==> src/rtl/wb_trace_fifo_if.sv <==
// rtl/wb_trace_fifo_if.sv - writeback debug capture and trace drain bundle
interface wb_trace_fifo_if #(
    parameter int AW = 4
);
    logic          debug_wb_have_inst;
    logic [31:0]   debug_wb_pc;
    logic          debug_wb_ena;
    logic [4:0]    debug_wb_reg;
    logic [31:0]   debug_wb_value;
    logic          clear;
    logic          trace_ready;
    logic          trace_valid;
    logic [15:0]   trace_seq;
    logic [31:0]   trace_pc;
    logic          trace_ena;
    logic [4:0]    trace_reg;
    logic [31:0]   trace_value;
    logic [AW:0]   count;
    logic          overflow;
    logic [15:0]   drop_cnt;
    logic [31:0]   retired_cnt;

    modport slave (
        input  debug_wb_have_inst, debug_wb_pc, debug_wb_ena, debug_wb_reg,
               debug_wb_value, clear, trace_ready,
        output trace_valid, trace_seq, trace_pc, trace_ena, trace_reg,
               trace_value, count, overflow, drop_cnt, retired_cnt
    );

    modport master (
        output debug_wb_have_inst, debug_wb_pc, debug_wb_ena, debug_wb_reg,
               debug_wb_value, clear, trace_ready,
        input  trace_valid, trace_seq, trace_pc, trace_ena, trace_reg,
               trace_value, count, overflow, drop_cnt, retired_cnt
    );
endinterface

==> src/rtl/wb_trace_fifo.sv <==
// rtl/wb_trace_fifo.sv - sequence-stamped commit-trace FIFO with overflow accounting
module wb_trace_fifo #(
    parameter int DEPTH = 16,
    parameter int AW    = 4
) (
    input  logic            clk,
    input  logic            rst,
    wb_trace_fifo_if.slave  bus
);
    localparam logic [AW:0] FULL_CNT = (AW+1)'(DEPTH);

    logic [15:0]   mem_seq   [DEPTH];
    logic [31:0]   mem_pc    [DEPTH];
    logic          mem_ena   [DEPTH];
    logic [4:0]    mem_reg   [DEPTH];
    logic [31:0]   mem_value [DEPTH];

    logic [AW-1:0] wr_ptr_q, wr_ptr_d;
    logic [AW-1:0] rd_ptr_q, rd_ptr_d;
    logic [AW:0]   count_q, count_d;
    logic          overflow_q, overflow_d;
    logic [15:0]   drop_q, drop_d;
    logic [15:0]   seq_q, seq_d;
    logic [31:0]   retired_q, retired_d;

    logic valid, full, push, pop, store, drop;

    assign valid = (count_q != '0);
    assign full  = (count_q == FULL_CNT);
    assign push  = bus.debug_wb_have_inst & ~bus.clear;
    assign pop   = valid & bus.trace_ready & ~bus.clear;
    // A pop on a full FIFO frees the slot the simultaneous push lands in.
    assign store = push & (~full | pop);
    assign drop  = push & full & ~pop;

    always_comb begin
        wr_ptr_d   = wr_ptr_q;
        rd_ptr_d   = rd_ptr_q;
        count_d    = count_q;
        overflow_d = overflow_q;
        drop_d     = drop_q;
        seq_d      = seq_q;
        retired_d  = retired_q;
        if (bus.clear) begin
            wr_ptr_d   = '0;
            rd_ptr_d   = '0;
            count_d    = '0;
            overflow_d = 1'b0;
            drop_d     = '0;
            seq_d      = '0;
            retired_d  = '0;
        end else begin
            if (store) wr_ptr_d = wr_ptr_q + AW'(1);
            if (pop)   rd_ptr_d = rd_ptr_q + AW'(1);
            if (store && !pop)      count_d = count_q + (AW+1)'(1);
            else if (pop && !store) count_d = count_q - (AW+1)'(1);
            if (drop) begin
                overflow_d = 1'b1;
                if (drop_q != 16'hFFFF) drop_d = drop_q + 16'd1;
            end
            if (push) begin
                seq_d     = seq_q + 16'd1;
                retired_d = retired_q + 32'd1;
            end
        end
    end

    always_ff @(posedge clk or posedge rst) begin
        if (rst) begin
            wr_ptr_q   <= '0;
            rd_ptr_q   <= '0;
            count_q    <= '0;
            overflow_q <= 1'b0;
            drop_q     <= '0;
            seq_q      <= '0;
            retired_q  <= '0;
        end else begin
            wr_ptr_q   <= wr_ptr_d;
            rd_ptr_q   <= rd_ptr_d;
            count_q    <= count_d;
            overflow_q <= overflow_d;
            drop_q     <= drop_d;
            seq_q      <= seq_d;
            retired_q  <= retired_d;
        end
    end

    // Record storage is deliberately unreset; pointers and count alone define validity.
    always_ff @(posedge clk) begin
        if (store) begin
            mem_seq[wr_ptr_q]   <= seq_q;
            mem_pc[wr_ptr_q]    <= bus.debug_wb_pc;
            mem_ena[wr_ptr_q]   <= bus.debug_wb_ena;
            mem_reg[wr_ptr_q]   <= bus.debug_wb_ena ? bus.debug_wb_reg : 5'd0;
            mem_value[wr_ptr_q] <= bus.debug_wb_ena ? bus.debug_wb_value : 32'd0;
        end
    end

    assign bus.trace_valid = valid;
    assign bus.trace_seq   = valid ? mem_seq[rd_ptr_q]   : 16'd0;
    assign bus.trace_pc    = valid ? mem_pc[rd_ptr_q]    : 32'd0;
    assign bus.trace_ena   = valid ? mem_ena[rd_ptr_q]   : 1'b0;
    assign bus.trace_reg   = valid ? mem_reg[rd_ptr_q]   : 5'd0;
    assign bus.trace_value = valid ? mem_value[rd_ptr_q] : 32'd0;
    assign bus.count       = count_q;
    assign bus.overflow    = overflow_q;
    assign bus.drop_cnt    = drop_q;
    assign bus.retired_cnt = retired_q;
endmodule
==> src/flat_wrapper.sv <==
// flat-port wrapper written by rule: the top's interface ports become plain ports
module wb_trace_fifo_flat 
#(
    parameter int DEPTH = 16,
    parameter int AW    = 4
)
  (clk, rst, bus_debug_wb_have_inst, bus_debug_wb_pc, bus_debug_wb_ena, bus_debug_wb_reg, bus_debug_wb_value, bus_clear, bus_trace_ready, bus_trace_valid, bus_trace_seq, bus_trace_pc, bus_trace_ena, bus_trace_reg, bus_trace_value, bus_count, bus_overflow, bus_drop_cnt, bus_retired_cnt);
  wb_trace_fifo_if #(.AW(AW)) bus_i ();
  input  logic clk;
  input  logic rst;
  input wire logic [$bits(bus_i.debug_wb_have_inst)-1:0] bus_debug_wb_have_inst;
  input wire logic [$bits(bus_i.debug_wb_pc)-1:0] bus_debug_wb_pc;
  input wire logic [$bits(bus_i.debug_wb_ena)-1:0] bus_debug_wb_ena;
  input wire logic [$bits(bus_i.debug_wb_reg)-1:0] bus_debug_wb_reg;
  input wire logic [$bits(bus_i.debug_wb_value)-1:0] bus_debug_wb_value;
  input wire logic [$bits(bus_i.clear)-1:0] bus_clear;
  input wire logic [$bits(bus_i.trace_ready)-1:0] bus_trace_ready;
  output wire logic [$bits(bus_i.trace_valid)-1:0] bus_trace_valid;
  output wire logic [$bits(bus_i.trace_seq)-1:0] bus_trace_seq;
  output wire logic [$bits(bus_i.trace_pc)-1:0] bus_trace_pc;
  output wire logic [$bits(bus_i.trace_ena)-1:0] bus_trace_ena;
  output wire logic [$bits(bus_i.trace_reg)-1:0] bus_trace_reg;
  output wire logic [$bits(bus_i.trace_value)-1:0] bus_trace_value;
  output wire logic [$bits(bus_i.count)-1:0] bus_count;
  output wire logic [$bits(bus_i.overflow)-1:0] bus_overflow;
  output wire logic [$bits(bus_i.drop_cnt)-1:0] bus_drop_cnt;
  output wire logic [$bits(bus_i.retired_cnt)-1:0] bus_retired_cnt;
  assign bus_i.debug_wb_have_inst = bus_debug_wb_have_inst;
  assign bus_i.debug_wb_pc = bus_debug_wb_pc;
  assign bus_i.debug_wb_ena = bus_debug_wb_ena;
  assign bus_i.debug_wb_reg = bus_debug_wb_reg;
  assign bus_i.debug_wb_value = bus_debug_wb_value;
  assign bus_i.clear = bus_clear;
  assign bus_i.trace_ready = bus_trace_ready;
  assign bus_trace_valid = bus_i.trace_valid;
  assign bus_trace_seq = bus_i.trace_seq;
  assign bus_trace_pc = bus_i.trace_pc;
  assign bus_trace_ena = bus_i.trace_ena;
  assign bus_trace_reg = bus_i.trace_reg;
  assign bus_trace_value = bus_i.trace_value;
  assign bus_count = bus_i.count;
  assign bus_overflow = bus_i.overflow;
  assign bus_drop_cnt = bus_i.drop_cnt;
  assign bus_retired_cnt = bus_i.retired_cnt;
  wb_trace_fifo #(.DEPTH(DEPTH), .AW(AW)) u_core (.clk(clk), .rst(rst), .bus(bus_i));
endmodule
==> config.mk <==
export PLATFORM = sky130hd
export DESIGN_NAME = wb_trace_fifo_flat
export DESIGN_NICKNAME = d
export VERILOG_FILES = /design/src/rtl/wb_trace_fifo_if.sv /design/src/rtl/wb_trace_fifo.sv /design/src/flat_wrapper.sv
export SDC_FILE = /design/constraint.sdc
export NUM_CORES = 1
export LEC_CHECK = 0
export ABC_AREA = 1
export CAP_MARGIN = 10
export CORE_ASPECT_RATIO = 0.6
export CORE_MARGIN = 2
export CORE_UTILIZATION = 35
export DETAILED_ROUTE_END_ITERATION = 6
export GPL_TIMING_DRIVEN = 0
export RECOVER_POWER = 25
export REMOVE_ABC_BUFFERS = 1
export SLEW_MARGIN = 25
export SYNTH_ARGS = -nofsm -noshare
export SYNTH_HDL_FRONTEND = slang
export SYNTH_SLANG_ARGS = --single-unit
==> constraint.sdc <==
create_clock -name clk -period 14.58 [get_ports clk]
set_clock_uncertainty 0.05 [all_clocks]
set_input_delay 2.916 -clock clk [delete_from_list [all_inputs] [get_ports clk]]
set_output_delay 2.916 -clock clk [all_outputs]
set_load 0.1 [all_outputs]
# Word-level counts from Yosys, hierarchy flattened
# Memory sizes are Yosys's and may differ from the RTL's.
# Cells that the tools add are included.
# word_totals
ram_bits	1376
mem_count	5
out_inout_bits	141
reg_bits	78
# mem_list
name	words	width	read_ports	rd_ports_with_merged_regs	write_ports	line	rtl
u_core.mem_pc	16	32	1	0	1	wb_trace_fifo.sv:13	logic [31:0] mem_pc [DEPTH];
u_core.mem_value	16	32	1	0	1	wb_trace_fifo.sv:16	logic [31:0] mem_value [DEPTH];
u_core.mem_seq	16	16	1	0	1	wb_trace_fifo.sv:12	logic [15:0] mem_seq [DEPTH];
u_core.mem_reg	16	5	1	0	1	wb_trace_fifo.sv:15	logic [4:0] mem_reg [DEPTH];
u_core.mem_ena	16	1	1	0	1	wb_trace_fifo.sv:14	logic mem_ena [DEPTH];
# classes
bitwise_logic	10
addsub	7
n_mux	25
n_eq_ne	2
n_reduce_logical	12
# ops
cell	n
32-bit 2-to-1 mux	5
16-bit 2-to-1 mux	6
16-bit by 1-bit adder with 16-bit output, second input constant	2
32-bit by 1-bit adder with 32-bit output, second input constant	1
5-bit 2-to-1 mux	5
4-bit 2-to-1 mux	4
16-bit != test, second input constant	1
2-bit nonzero test	5
4-bit by 1-bit adder with 4-bit output, second input constant	2
1-bit bitwise AND	6
5-bit by 1-bit adder with 5-bit output, second input constant	1
5-bit equality test, second input constant	1
1-bit 2-to-1 mux	5
5-bit nonzero test	1
5-bit by 1-bit subtractor with 5-bit output, second input constant	1
1-bit NOT	3
3-bit nonzero test	1
1-bit logical AND	2
1-bit zero test	2
2-bit AND reduction	1
1-bit bitwise OR	1

# Depth between registers and ports, before layout
# logic_depth
depth_word	10
mapped_depth	14
depth_no_buf	14

# Worst setup path before layout
# OpenSTA, ideal clock, no wires.
# synth_path
kind	input port to flip-flop
startpoint	input bus_clear
endpoint	memory u_core.mem_ena[0] (enable)
cell_stages	7
setup_slack_ns	6.801
arrival_time_ns	7.197
path_buffers	0
required_ns	13.999
path_cell_list	inv_2 nand3_1 nand2_1 nand2_1 inv_1 nand2_1 nor2_1
# synth_between
elab_chain_cells	6
word_cells_on_any_way	7
cone_classes	2 x mux; 5 x bitwise
# synth_lines
element	line	rtl
start: declaration	flat_wrapper.sv:16	input wire logic [$bits(bus_i.clear)-1:0] bus_clear;
1-bit NOT (*)	wb_trace_fifo.sv:30, wb_trace_fifo.sv:31	
1-bit bitwise AND	wb_trace_fifo.sv:31	assign pop = valid & bus.trace_ready & ~bus.clear;
1-bit bitwise OR	wb_trace_fifo.sv:33	assign store = push & (~full | pop);
1-bit bitwise AND (*)	wb_trace_fifo.sv:33	
1-bit 2-to-1 mux (*)	wb_trace_fifo.sv:90	if (store) begin
1-bit 2-to-1 mux (not written as such) (*)	wb_trace_fifo.sv:93	mem_ena[wr_ptr_q] <= bus.debug_wb_ena;
end: declaration	wb_trace_fifo.sv:14	
# Every way passes the cells marked *; elsewhere a longest branch is shown, timed or not.

# Worst setup path in the final report
# layout_path
startpoint	register u_core.rd_ptr_q[0]
endpoint	output bus_trace_seq[4]
# layout_between
elab_chain_cells	2
# layout_lines
element	line	rtl
start: declaration	wb_trace_fifo.sv:19	logic [AW-1:0] rd_ptr_q, rd_ptr_d;
start signal: assignment	wb_trace_fifo.sv:79	rd_ptr_q <= rd_ptr_d;
memory 16 x 16 bit	n/a	
16-bit 2-to-1 mux	wb_trace_fifo.sv:100	assign bus.trace_seq = valid ? mem_seq[rd_ptr_q] : 16'd0;
end: declaration	flat_wrapper.sv:19	output wire logic [$bits(bus_i.trace_seq)-1:0] bus_trace_seq;
# No other way between the ends.

==> results.md <==
- Status: finished, violations left
- Violated checks: capacitance limit, slew limit
- Design Area, Final: 71600 µm²
- Post-cts resize count: 0
- Final TNS setup: 0 ns
- H-tree depth: 4
- Period utilization: 62.3%
- Max clock buf depth: 3
- CP Depth: 11
- Synth Flop Type: edfxtp_1
- Endpoint class of the critical path: primary output
- Sequential share of the synthesized area: 72.6%
- DRC: 0
- Drt wl/cell: 21.6 µm
- Detailed-placement wirelength estimate: 96.1 mm
- # setup viols final: 0
- Placed Cells: 7420
- Clk sink count: 1454
- Cell taking the most area after synthesis: edfxtp_1
- Distinct cells, synth: 31
- Routed WL: 166 mm
- Global-route wire length before repair: 245 mm
- Post-synth EDFFs: 1376
- Delay of the slowest critical-path stage: 1.27 ns
- Min Tclk post-route: 9.08 ns
- Worst Setup Path Type: register to primary output
- CTS Hold Bufs: 0
- Yosys reg bits: 1454
- Fin nets: 5389
- Routability Congestion: 0.834
- Yosys warns: 0
- Port bufs: 215
- Final Instance Count excl. Fillers: 7672
- ANT cells: 0
- Number of global-route vias before repair: 37.2k
- Post-CTS setup buffers: 0
- CP Max Fanout: 121
- CTS Buf Count: 140
- TritonCTS clock tree: done
- Metal3 WL: 11.6 mm
- Worst VDD drop: 0.122 mV
- WP buf/inv: 7
- Fmax: 0.110 GHz
- Vias: 39.4k
- CTS root buffer: clkbuf_16
- Largest net degree at the start of global routing: 122
- Crit-path cells: buf_16, buf_16, buf_16, inv_8, buf_16, buf_16, o21ai_0, nand3_1, nand3_1, a21oi_1, clkdlybuf4s50_1
- Met2 wire len: 73.8 mm
- Critical Path RT: 11.61 ns
- Slowest-stage cell, CP: clkdlybuf4s50_1
- Tot Pwr: 11.9 mW
- RSZ-0062 raised after global routing: no
- Ports: 216
- Post-synth ARST share: 5.36%
- RR Endpoint: u_core.mem_value[12][21]
- Layout cell share with drive strength beyond 1: 7.10%
- Area share of the leading cell type in the synthesized netlist: 69.3%
- P_leak: 24.4 nW
- Least-Margin Pin Slew: 2.61 ns
- Synth Instances: 5106
- Post-Syn Area: 59600 µm²
- Antenna viol nets, final: 0
- CP Launch Type: register
- Worst r2r path cells: 12
- Critical Path Sink: bus_trace_seq[4]
- Slew Limit Headroom: -74.2%
- Crit path from: u_core.rd_ptr_q[0]
- Core area: 169000 µm²
- Clk_lat worst skew: 0.76 ns
- Final-report hold violation count: 0
- DR iter-0 viols: 4153
- Post-synth top cells: edfxtp_1 (1376), nor2_1 (1241), nand2_1 (492), o21ai_0 (458), nand3_1 (399)
- Initial antenna violation count: 5
- Die ar.: 174000 µm²
- DIE HEIGHT: 324 µm
- Hold path cells: 2
- Delay-heaviest family, CP: buffers and inverters
- CP most frequent cell: buf_16
- Layout overhead on the synthesized area: 20.1%
- Arr. time, crit path: 6.11 ns
- Synth area leaders: edfxtp_1 (69%), nor2_1 (7.8%), o21ai_0 (3.8%), nand3_1 (3.3%), dfrtp_1 (3.3%)
- Post-DP Area: 67100 µm²
- Hold crit path type: register to register
- Average size of a mapped cell: 11.7 µm²
- Top Registers: u_core.mem_pc (512), u_core.mem_value (512), u_core.mem_seq (256)
- Top-count cell post-synth: edfxtp_1
- Tot GR Track Use: 18.8%
- Hold Worst Slack: 0.486 ns
- Top routing layer used: met5
- Total congestion overflow: 0
- R2r setup slk: 10.72 ns
- Detailed Routing Iterations Pass 1: 6
- Vias/cell: 5.14
- Die width: 537 µm
- Power density over cell area: 166 nW/µm²
- Met1 Wirelength: 77.7 mm
- Number of max-cap violations: 3
- Reg clk slew, reported paths: 0.07 ns
- Initial core utilization: 35.2%
- Rows: 117
- Worst R2R Start: u_core.bus.count[0]
- Max Slew Vio Count: 123
==> worst min path at each step <==
stage                   startpoint                  end  slack, ns
2_1_floorplan   u_core.wr_ptr_q[1]   u_core.wr_ptr_q[1]       0.55
3_3_place_gp   u_core.bus.overflow  u_core.bus.overflow       0.47
3_5_place_dp   u_core.bus.overflow  u_core.bus.overflow       0.47
4_1_cts        u_core.bus.overflow  u_core.bus.overflow       0.49
5_1_grt        u_core.bus.overflow  u_core.bus.overflow       0.51
6_report       u_core.bus.overflow  u_core.bus.overflow       0.49
==> power breakdown <==
part           leakage [nW]  internal [mW]  switching (mW)
logic                  8.41          0.856            2.71
registers              13.7           4.63          0.0523
clock network          2.25           2.05            1.63
total                  24.4           7.53            4.39
==> cells by family (layout without fill, tap and decap cells) <==
family	after synthesis	after routing	share of synthesized area, %
AND/OR/NAND/NOR	2181	2181	14.7
adder cells (fa/ha/maj)	13	13	0.285
buffers and inverters	471	776	3.46
AO/OA/AOI/OAI	973	973	8.73
XOR/XNOR	14	14	0.206
flip-flops	1454	1454	72.6
==> metrics by stage <==
stage / util (%) / setup slack, ns
final: 42.3 / 5.50
after global routing: 42.3 / 5.16
after detailed placement: 39.6 / 6.13
after floorplan: - / -17.70
after global placement: 37.3 / -62.82
after CTS: 42.3 / 5.29
==> layer usage <==
layer	track usage (%)	up-vias
li1	-	18400
met1	28.1	19500
met2	28.4	1316
met3	3.32	183
met4	4.07	2
met5	0	-
==> layout by cell type (no fill, tap or decap), types with 3 or more instances in the layout <==
master,n
o21a_1,3
clkinv_8,4
nand2_1,492
dfrtp_1,74
clkinv_1,28
ha_1,12
inv_8,4
bufinv_16,12
buf_12,39
nor2_1,1224
clkbuf_16,143
clkinv_16,4
clkbuf_8,3
inv_16,4
o211ai_1,129
nor3_1,16
buf_16,105
nand3_1,399
clkbuf_1,24
clkdlybuf4s50_1,179
xor2_1,11
edfxtp_1,1376
o21ai_1,229
dfrtp_4,4
buf_2,5
dlygate4sd3_1,30
o21ai_0,458
xnor2_1,3
nand4_1,28
nor2_4,16
clkinv_2,29
inv_1,153
a21oi_1,151
==> cell type report <==
cell class                 instances  area, µm²
fill                           15400      97800
sequential                      1454      43300
multi-input combinational       3181      14400
timing repair buffer             364       5840
clock buffer                     167       3700
tap                             2261       2830
clock inverter                    85        901
inverter                         160        647
==> worst register-to-register path: cells and delay by family (launching register included) <==
kind          cells  cell delay, ns
simple gates      7            1.94
flops             1            0.48
buf+inv           5            1.08
(Power assumes the default switching activity.)
